### config.mk
export PLATFORM = sky130hd
export DESIGN_NAME = sprite_pos_animator
export DESIGN_NICKNAME = d
export VERILOG_FILES = /design/src/rtl/sprite_pos_animator.sv
export SDC_FILE = /design/constraint.sdc
export NUM_CORES = 1
export LEC_CHECK = 0
export ABC_CLOCK_PERIOD_IN_PS = 8400
export CORE_ASPECT_RATIO = 1.2
export CORE_MARGIN = 2
export CORE_UTILIZATION = 45
export DETAILED_ROUTE_END_ITERATION = 6
export MAX_ROUTING_LAYER = met4
export PLACE_DENSITY = 0.68
export SETUP_SLACK_MARGIN = 0.4
export SYNTH_ARGS = -nofsm -noshare
export SYNTH_HDL_FRONTEND = slang
export SYNTH_SLANG_ARGS = --single-unit
### constraint.sdc
create_clock -name clk -period 8.4 [get_ports clk]
set_input_delay 0.84 -clock clk [delete_from_list [all_inputs] [get_ports clk]]
set_output_delay 0.84 -clock clk [all_outputs]
set_load 0.02 [all_outputs]
### src/rtl/sprite_pos_animator.sv
// Sprite position animator: maps slot codes to a fixed x/y table and glides the
// sprite horizontally toward the requested slot at up to SPEED pixels per frame.
module sprite_pos_animator #(
  parameter int NUM_SLOTS = 6,
  parameter int POS_W     = 8,
  parameter int COORD_W   = 10,
  parameter int X0        = 6,
  parameter int X1        = 42,
  parameter int X_STEP    = 40,
  parameter int Y_ROW     = 51,
  parameter int SPEED     = 4
) (
  input  logic               clk,
  input  logic               rst_n,
  input  logic               frame_tick,
  input  logic [POS_W-1:0]   pos,
  input  logic               pos_valid,
  input  logic               visible,
  output logic [COORD_W-1:0] x,
  output logic [COORD_W-1:0] y,
  output logic               visible_cond,
  output logic               busy,
  output logic               arrived
);

  typedef enum logic [1:0] {HIDDEN, IDLE, MOVING} state_t;

  localparam logic [COORD_W:0]   SPD  = (COORD_W+1)'(SPEED);
  localparam logic [COORD_W-1:0] YROW = COORD_W'(Y_ROW);

  function automatic int slot_x_of(input int k);
    if (k == 1) return X0;
    return X1 + (k - 2) * X_STEP;
  endfunction

  logic [COORD_W-1:0] slot_tbl [1:NUM_SLOTS];

  if (Y_ROW < 0 || Y_ROW >= (1 << COORD_W)) begin : g_yrow_err
    $error("Y_ROW does not fit in COORD_W bits");
  end
  if (SPEED < 1 || SPEED >= (1 << COORD_W)) begin : g_speed_err
    $error("SPEED out of range");
  end

  for (genvar i = 1; i <= NUM_SLOTS; i++) begin : g_slot
    if (slot_x_of(i) < 0 || slot_x_of(i) >= (1 << COORD_W)) begin : g_err
      $error("slot x does not fit in COORD_W bits");
    end
    assign slot_tbl[i] = COORD_W'(slot_x_of(i));
  end

  state_t             state;
  logic [COORD_W-1:0] tgt;
  logic               pos_ok;
  logic [COORD_W-1:0] req_x;

  // Decode the request; anything outside 1..NUM_SLOTS leaves pos_ok low.
  always_comb begin
    pos_ok = 1'b0;
    req_x  = '0;
    for (int i = 1; i <= NUM_SLOTS; i++) begin
      if (pos == POS_W'(i)) begin
        pos_ok = 1'b1;
        req_x  = slot_tbl[i];
      end
    end
  end

  logic signed [COORD_W:0] diff;
  logic        [COORD_W:0] mag;
  logic        [COORD_W-1:0] step, nx;

  // One extra bit keeps the signed distance exact across the full coordinate range.
  always_comb begin
    diff = $signed({1'b0, tgt}) - $signed({1'b0, x});
    mag  = diff[COORD_W] ? $unsigned(-diff) : $unsigned(diff);
    step = (mag > SPD) ? SPD[COORD_W-1:0] : mag[COORD_W-1:0];
    nx   = diff[COORD_W] ? (x - step) : (x + step);
  end

  always_ff @(posedge clk or negedge rst_n) begin
    if (!rst_n) begin
      state   <= HIDDEN;
      x       <= '0;
      y       <= '0;
      tgt     <= '0;
      busy    <= 1'b0;
      arrived <= 1'b0;
    end else begin
      arrived <= 1'b0;
      if (pos_valid) begin
        if (!pos_ok) begin
          state <= HIDDEN;
          x     <= '0;
          y     <= '0;
          tgt   <= '0;
          busy  <= 1'b0;
        end else if (state == HIDDEN) begin
          state   <= IDLE;
          x       <= req_x;
          y       <= YROW;
          tgt     <= req_x;
          busy    <= 1'b0;
          arrived <= 1'b1;
        end else begin
          tgt <= req_x;
          if (req_x == x) begin
            state   <= IDLE;
            busy    <= 1'b0;
            arrived <= 1'b1;
          end else begin
            state <= MOVING;
            busy  <= 1'b1;
          end
        end
      end else if (frame_tick && state == MOVING) begin
        x <= nx;
        if (nx == tgt) begin
          state   <= IDLE;
          busy    <= 1'b0;
          arrived <= 1'b1;
        end
      end
    end
  end

  assign visible_cond = visible && (state != HIDDEN);

endmodule

==> metrics.md, run 1 <==
| Metric | Value |
|---|---|
| Crit path max-delay family | `compound AO/OA/AOI/OAI gates` |
| Placed cell area | `2860 um^2` |
| Largest net degree at the start of global routing | `22` |
| Worst EP arrival | `6.71 ns` |
| Initial antenna violation count | `0` |
| Flop-to-flop setup slack | `1.89 ns` |
| Final setup violation count | `0` |
| Internal | `approximately 0.40 mW` |
| Buf/Inv on CP | `1` |
| FFs w/ async S/R, synth | `1.00` |
| Share of the synthesized area in the top cell type | `0.203` |
| Vias in the first global route | `2371` |
| # IOs | `36` |
| VDD IR max | `0.000182 V` |
| Status | `complete, no violations` |
| Clock Pin Slew Worst Setup and Hold Paths | `0.08 ns` |
| Reg2reg path depth | `24` |
| RSZ-0062 raised after global routing | `false` |
| Post-CTS setup buffers | `0` |
| Reg2reg start | `x[1]$_DFFE_PN0P_` |
| #FFs+latches synth | `21` |
| Die width | `73.2 um` |
| Detailed Place HPWL | `5340 um` |
| Peak Freq | `154 MHz` |
| Max Fanout on Critical Path | `9` |
| Post-Syn Area | `about 2600 um^2` |
| Logic gate share of total power | `0.736` |
| Hold_buf cts | `0` |
| Net count, final | `382` |
| Area leader, netlist | `dfrtp_1` |
| Sw Pwr | `0.393 mW` |
| Total grt overflow | `0` |
| Total negative setup slack | `0 ns` |
| Flop pwr share | `0.177` |
| Synth Instances | `between 300 and 400` |
| Detail-routed via count per cell | `about 6` |
| Post-route ant nets | `0` |
| Register area share after synthesis | `0.203` |
| Tot GR Track Use | `0.225` |
| Die height | `87.1 um` |
| TritonCTS buffer count | `3` |
| Endpoint, Worst Hold | `state[0]$_DFFE_PN0P_` |
| Row count | `30` |
| Final worst slack | `1.89 ns` |
| Min cycle time layout | `6.51 ns` |
| Clock Skew | `0.00796 ns` |
| Rel. slew slack | `0.342` |
| Hold crit path type | `reg2reg` |
| Kind of critical path | `reg2reg` |
| Register cell area after layout | `526 um^2` |
| Layout area overhead | `12.3%` |
| Layout cells sized above 1 | `0.0688` |
| Count leader, synth | `nand2_1` |
| Final WL | `6610 um` |
| Period utilization | `0.775` |
| Clock network power share | `0.087` |
| Setup WS pre-CTS | `1.91 ns` |
| H-tree depth | `1` |
| Worst Tran Pin Value | `0.985 ns` |
| Static Leak | `1.18 nW` |
| Core area | `5590 um^2` |
| Max Cap Viol | `0` |
| Vias | `2478` |
| CP startpoint kind | `flip-flop` |
| Top post-synthesis cells by area | `dfrtp_1 20%, ha_1 8.2%, xnor2_1 5.1%` |
| Clk Latency, worst-skew pair | `0.27 ns` |
| Clk buf depth | `2` |
| Multi-input gate area | `1890 um^2` |
| Post-route cell area | `2910 um^2` |
| Post-synth EDFFs | `0` |
| Iter 0 DRT Violations | `135` |
| First-pass GRT wire length | `11100 um` |
| Final Total Pwr | `0.791 mW` |
| CTS tree | `done` |
| DRC | `0` |
| Worst hold start | `state[0]$_DFFE_PN0P_` |
| Cell area power density | `272 nW/um^2` |
| Drt pass-1 iters | `4` |
| Yosys synthesis warning count | `0` |
| Commonest cells post-synth | `28 x nand2_1, 26 x nor2_1, 26 x o21ai_0` |
| Worst setup EP type | `flip-flop` |
| Wire per inst | `16.0 um` |
| Die area | `6370 um^2` |
| Gates resized, CTS repair | `0` |
| Sw frac | `0.497` |
| Max incr delay on CP | `about 0.5 ns` |
| Hold Path Depth | `1` |
| Filler instances | `~550` |
| Slowest CP cell | `a2111oi_4` |
| Yosys cell types | `63` |
| CP Cell Sequence | `inv_1, fa_1, a21oi_1, o21ai_1, a31oi_1, nand2b_1, o211ai_1, a2111oi_4, nand3_1, or2_2, ha_1, xor2_1, o22ai_1, ha_1, o21a_1, o211ai_1, a21boi_0, o21a_1, o21ai_0, a21oi_1, xor2_1, and3_4, a2111oi_4, a211o_1` |
| Synth Area per Inst | `around 7.8 um^2` |
| Final core utilization | `0.520` |
| GP Congestion | `0.875` |
| Starting Density | `0.463` |
| Port buffer count | `29` |
| Clock sink count | `21` |
| Final Slew Violations | `0` |
| Final hold violation count | `0` |
| RR Endpoint | `state[0]$_DFFE_PN0P_` |
| Worst Path Required | `around 8.6 ns` |
| Ant diodes | `0` |
| Commonest register cell after synthesis | `dfrtp_1` |
| CTS Root Cell | `clkbuf_8` |
worst max path at each step:
stage                startpoint                    to  slack, ns  cells past startpoint
3_5_place_dp   x[1]$_DFFE_PN0P_      busy$_DFFE_PN0P_       1.91                     24
4_1_cts        x[0]$_DFFE_PN0P_     arrived$_DFF_PN0_       1.91                     24
5_1_grt        x[0]$_DFFE_PN0P_  state[0]$_DFFE_PN0P_       1.39                     24
6_report       x[1]$_DFFE_PN0P_  state[0]$_DFFE_PN0P_       1.89                     24
3_3_place_gp   x[0]$_DFFE_PN0P_  state[0]$_DFFE_PN0P_       2.13                     24
2_1_floorplan  x[1]$_DFFE_PN0P_      busy$_DFFE_PN0P_       2.42                     23
power by group through the flow:
stage          clock, mW  sequential, mW  combinational [mW]
6_report          0.0687           0.140               0.582
5_1_grt           0.0761           0.144               0.638
4_1_cts           0.0717           0.140               0.580
3_5_place_dp           0           0.142               0.575
3_3_place_gp           0           0.142               0.575
2_1_floorplan          0           0.151               0.443
state kept, by name (all words and copies together), names as in the netlist:
name / count
tgt: 7
x: 10
busy: 1
arrived: 1
y: 1
state: 1
placed cells by master (no fill, tap or decap), types with 9 or more instances in the layout:
master,Yosys,layout
clkdlybuf4s50_1,0,29
nand2_1,28,28
o21ai_0,26,26
nor2_1,26,26
a21oi_1,25,25
dfrtp_1,21,21
inv_1,18,18
ha_1,17,17
xnor2_1,15,15
nand3_1,13,13
nor3_1,9,9
through the flow:
stage / instances / hold slack, ns
5_1_grt: 413 / 0.559
6_report: 413 / 0.538
3_5_place_dp: 409 / 0.512
2_1_floorplan: 335 / 0.477
4_1_cts: 413 / 0.532
3_3_place_gp: 409 / 0.508
area by class of cell:
class / count / area share
multi-input combinational: 276 / 0.651
clock inverter: 1 / 0.00172
tap: 64 / 0.0276
timing repair buffer: 29 / 0.0999
clock buffer: 3 / 0.0142
sequential: 21 / 0.181
inverter: 19 / 0.0245
worst reg2reg max path, stage by stage (launching register included):
cell       delay, ns
dfrtp_1         0.48
inv_1           0.16
fa_1            0.50
a21oi_1         0.24
o21ai_1         0.12
a31oi_1         0.46
nand2b_1        0.36
o211ai_1        0.20
a2111oi_4       0.51
nand3_1         0.25
or2_2           0.37
ha_1            0.23
xor2_1          0.16
o22ai_1         0.21
ha_1            0.31
o21a_1          0.13
o211ai_1        0.20
a21boi_0        0.12
o21a_1          0.19
o21ai_0         0.21
a21oi_1         0.15
xor2_1          0.18
and3_4          0.21
a2111oi_4       0.36
a211o_1         0.15
logic make-up (layout without fill, tap and decap cells):
kind of cell,count (synthesis),count (layout),synth area share
xor gates and xnor gates,23,23,0.0779
DFF,21,21,0.203
AOI/OAI and AO/OA,104,104,0.287
adders and majority gates,19,19,0.0977
buffers and inverters,38,52,0.0725
other,2,7,0.00290
and+or+nand+nor,123,123,0.259
per-layer routing:
metal,global-route usage,part of all wire,vias to the layer above
li1,-,-,1225
met1,0.273,0.44,1170
met2,0.392,0.51,69
met3,0.0150,0.035,14
met4,0.0758,0.021,0
met5,-,0,-
Power figures use the tool's default switching activity.
==> inputs of run 2 (changes only) <==
--- a/config.mk
+++ b/config.mk
@@ -5,13 +5,13 @@
 export SDC_FILE = /design/constraint.sdc
 export NUM_CORES = 1
 export LEC_CHECK = 0
-export ABC_CLOCK_PERIOD_IN_PS = 8400
+export ABC_CLOCK_PERIOD_IN_PS = 5900
 export CORE_ASPECT_RATIO = 1.2
 export CORE_MARGIN = 2
 export CORE_UTILIZATION = 45
 export DETAILED_ROUTE_END_ITERATION = 6
 export MAX_ROUTING_LAYER = met4
-export PLACE_DENSITY = 0.68
+export PLACE_DENSITY = 0.7
 export SETUP_SLACK_MARGIN = 0.4
 export SYNTH_ARGS = -nofsm -noshare
 export SYNTH_HDL_FRONTEND = slang
==> constraint.sdc (replaced) <==
create_clock -name clk -period 5.9 [get_ports clk]
set_input_delay 0.59 -clock clk [delete_from_list [all_inputs] [get_ports clk]]
set_output_delay 0.59 -clock clk [all_outputs]
set_load 0.02 [all_outputs]
==> metrics.md, run 2 (same netlist as run 1, synthesis figures left out) <==
| Metric | Value |
|---|---|
| Status | `complete, no violations` |
| CTS tree | `done` |
| Starting Density | `0.463 (unchanged)` |
| GR met2 Demand/Resource | `0.434 (+0.0418)` |
| Die area | `6370 um^2 (unchanged)` |
| Met3 Use GR | `0.0208 (+0.00579)` |
| # IOs | `36 (unchanged)` |
| CTS Root Cell | `clkbuf_8` |
| Endpoint, Worst Hold | `state[0]$_DFFE_PN0P_` |
| VDD IR max | `0.000241 V (+33%)` |
| Commonest non-fill, non-tap cells in the layout | `29 x clkdlybuf4s50_1, 28 x nand2_1, 28 x buf_4` |
| Iter 0 DRT Violations | `133 (-1.5%)` |
| Clock network power share | `0.068 (-0.019)` |
| Min cycle time layout | `5.59 ns (-0.923 ns)` |
| Sw Pwr | `0.660 mW (+68%)` |
| Tot GR Track Use | `0.253 (+0.0278)` |
| Dpl cells | `415 (+1.5%)` |
| GP Congestion | `0.903 (+3.1%)` |
| Final setup violation count | `0 (unchanged)` |
| Hold Path Depth | `1 (unchanged)` |
| Worst Path Required | `6.10 ns (-2.50 ns)` |
| Reg2reg start | `x[1]$_DFFE_PN0P_` |
| Layout area overhead | `30.0%` |
| Hold crit path type | `reg2reg` |
| Finished Layout Cells | `442 (+7.0%)` |
| Layout cells sized above 1 | `0.257 (+0.188)` |
| Clk Latency, worst-skew pair | `0.26 ns (about the same)` |
| Kind of critical path | `reg2reg` |
| Worst Tran Pin Value | `0.982 ns (-0.00308 ns)` |
| Max incr delay on CP | `0.46 ns (-0.05 ns)` |
| Worst hold start | `state[0]$_DFFE_PN0P_` |
| Final hold violation count | `0 (unchanged)` |
| Drt pass-1 iters | `5 (+1)` |
| Internal | `0.720 mW (+81%)` |
| Logic gate share of total power | `0.791 (+0.055)` |
| RSZ-0062 raised after global routing | `true` |
| Worst EP arrival | `5.79 ns (-0.92 ns)` |
| Slowest CP cell | `a2111o_1` |
| Static Leak | `1.35 nW (+14%)` |
| Flop pwr share | `0.141 (-0.036)` |
| Max Fanout on Critical Path | `4 (-5)` |
| TritonCTS buffer count | `3 (unchanged)` |
| Core area | `5590 um^2 (unchanged)` |
| CP startpoint kind | `flip-flop` |
| Flop-to-flop setup slack | `0.31 ns (-1.58 ns)` |
| Clock sink count | `21 (unchanged)` |
| Die width | `73.2 um (unchanged)` |
| Total negative setup slack | `0 ns (unchanged)` |
| Max reg flops | `10 (unchanged)` |
| Reg2reg path depth | `25 (+4.2%)` |
| Levels on crit path | `25 (+4.2%)` |
| First-pass GRT wire length | `12300 um (+11%)` |
| Net count, final | `411 (+7.6%)` |
| Wire per inst | `16.7 um (+4.6%)` |
| Max Cap Viol | `0 (unchanged)` |
| H-tree depth | `1 (unchanged)` |
| Period utilization | `0.947 (+0.172)` |
| Most common library cell in the layout ignoring fill and taps | `clkdlybuf4s50_1` |
| Crit path max-delay family | `compound AO/OA/AOI/OAI gates` |
| Detailed Place HPWL | `5480 um (+2.6%)` |
| Sw frac | `0.479 (-0.0189)` |
| Worst setup EP type | `flip-flop` |
| Peak Freq | `179 MHz (+17%)` |
| Vias | `2599 (+4.9%)` |
| DRC | `0 (unchanged)` |
| Biggest regs | `x (10), tgt (7)` |
| GR Util met1 | `0.299 (+0.0261)` |
| Top reg by flops | `x` |
| Cell area power density | `410 nW/um^2 (+51%)` |
| Post-route ant nets | `0 (unchanged)` |
| Row count | `30 (unchanged)` |
| Final Slew Violations | `0 (unchanged)` |
| Clock Skew | `0.00530 ns (-0.00266 ns)` |
| Port buffer count | `29 (unchanged)` |
| Buf/Inv on CP | `2 (+1)` |
| Rel. slew slack | `0.344 (+0.00206)` |
| Initial antenna violation count | `0 (unchanged)` |
| RR Endpoint | `arrived$_DFF_PN0_` |
| Detail-routed via count per cell | `5.88 (-2.0%)` |
| Ant diodes | `0 (unchanged)` |
| Clock Pin Slew Worst Setup and Hold Paths | `0.08 ns (about the same)` |
| Final WL | `7400 um (+12%)` |
| Global route hottest layer | `met2` |
| Total grt overflow | `0 (unchanged)` |
| Vias in the first global route | `2625 (+11%)` |
| Clk buf depth | `2 (unchanged)` |
| Largest net degree at the start of global routing | `22 (unchanged)` |
| Die height | `87.1 um (unchanged)` |
==> run 2: changes by cell type in the layout (fill, tap and decap cells not counted), moves of 3 or more <==
cell / previous run / this run
buf_4: 0 / 28
dfrtp_1: 21 / 12
dfrtp_2: 0 / 9
a21oi_1: 25 / 18
ha_1: 17 / 10
a21oi_2: 0 / 6
ha_4: 0 / 5
inv_1: 18 / 15
o21ai_0: 26 / 23
o21ai_2: 0 / 3
xnor2_1: 15 / 12
==> run 2: layer usage <==
| metal | part of all wire | vias up |
|---|---|---|
| li1 | - | 1278 |
| met1 | 0.42 | 1221 |
| met2 | 0.51 | 79 |
| met3 | 0.038 | 21 |
| met4 | 0.031 | 0 |
| met5 | 0 | - |
==> run 2: repair_timing <==
item                                    in CTS  in global routing
gates resized for setup                     29                 11
hold buffers                                 0                  0
buffers inserted                            16                  7
endpoints found under the setup margin       4                  4
pin swaps                                   20                 17
==> run 2: power groups by stage <==
| stage | Sequential, mW | Clock [mW] | Combinational (mW) |
|---|---|---|---|
| finish | 0.195 | 0.0942 | 1.09 |
| global route | 0.197 | 0.105 | 1.18 |
| CTS | 0.194 | 0.0981 | 1.02 |
| detailed placement | 0.206 | 0 | 0.877 |
| global placement | 0.204 | 0 | 0.867 |
| floorplan | 0.218 | 0 | 0.659 |
==> run 2: worst max-delay path by stage <==
stage	endpoint	startpoint	slack (ns)
global route	arrived$_DFF_PN0_	x[4]$_DFFE_PN0P_	0.11
detailed placement	arrived$_DFF_PN0_	x[1]$_DFFE_PN0P_	0.02
global placement	arrived$_DFF_PN0_	x[1]$_DFFE_PN0P_	0.14
floorplan	busy$_DFFE_PN0P_	x[1]$_DFFE_PN0P_	0.40
CTS	arrived$_DFF_PN0_	x[1]$_DFFE_PN0P_	0.41
finish	arrived$_DFF_PN0_	x[1]$_DFFE_PN0P_	0.31
==> run 2: worst register-to-register path, stage by stage, from the launching register on <==
cell	delay (ns)
dfrtp_2	0.44
inv_4	0.09
ha_4	0.20
nor2b_4	0.12
o2111a_2	0.29
or3_4	0.33
a2111o_1	0.46
nand4b_4	0.20
a211oi_4	0.31
nand3_2	0.13
or2_4	0.26
ha_4	0.16
xor2_1	0.15
o22ai_1	0.19
ha_1	0.29
o21a_1	0.14
o211ai_1	0.22
a21boi_1	0.11
o21a_1	0.21
o21ai_2	0.13
buf_4	0.14
a21oi_4	0.05
xor2_2	0.15
and3_4	0.19
a2111oi_4	0.38
or2_1	0.17
==> run 2: cell type report <==
type	instances	area, um^2
well taps	64	80.1
clock inverters	1	5.00
fillers	486	2230
repair buffers	58	512
inverters	19	73.8
multi-input cells	276	2120
flip-flops and latches	21	537
clock buffers	3	41.3
==> run 2: through the flow <==
| stage | area [um^2] | util | hold WS (ns) | setup WS (ns) | power (mW) |
|---|---|---|---|---|---|
| global placement | 2970 | 0.531 | 0.527 | 0.138 | 1.07 |
| detailed placement | 2970 | 0.531 | 0.508 | 0.0218 | 1.08 |
| CTS | 3260 | 0.583 | 0.534 | 0.407 | 1.31 |
| floorplan | 2670 | - | 0.294 | 0.403 | 0.877 |
| finish | 3360 | 0.602 | 0.538 | 0.310 | 1.38 |
| global route | 3360 | 0.602 | 0.552 | 0.113 | 1.48 |
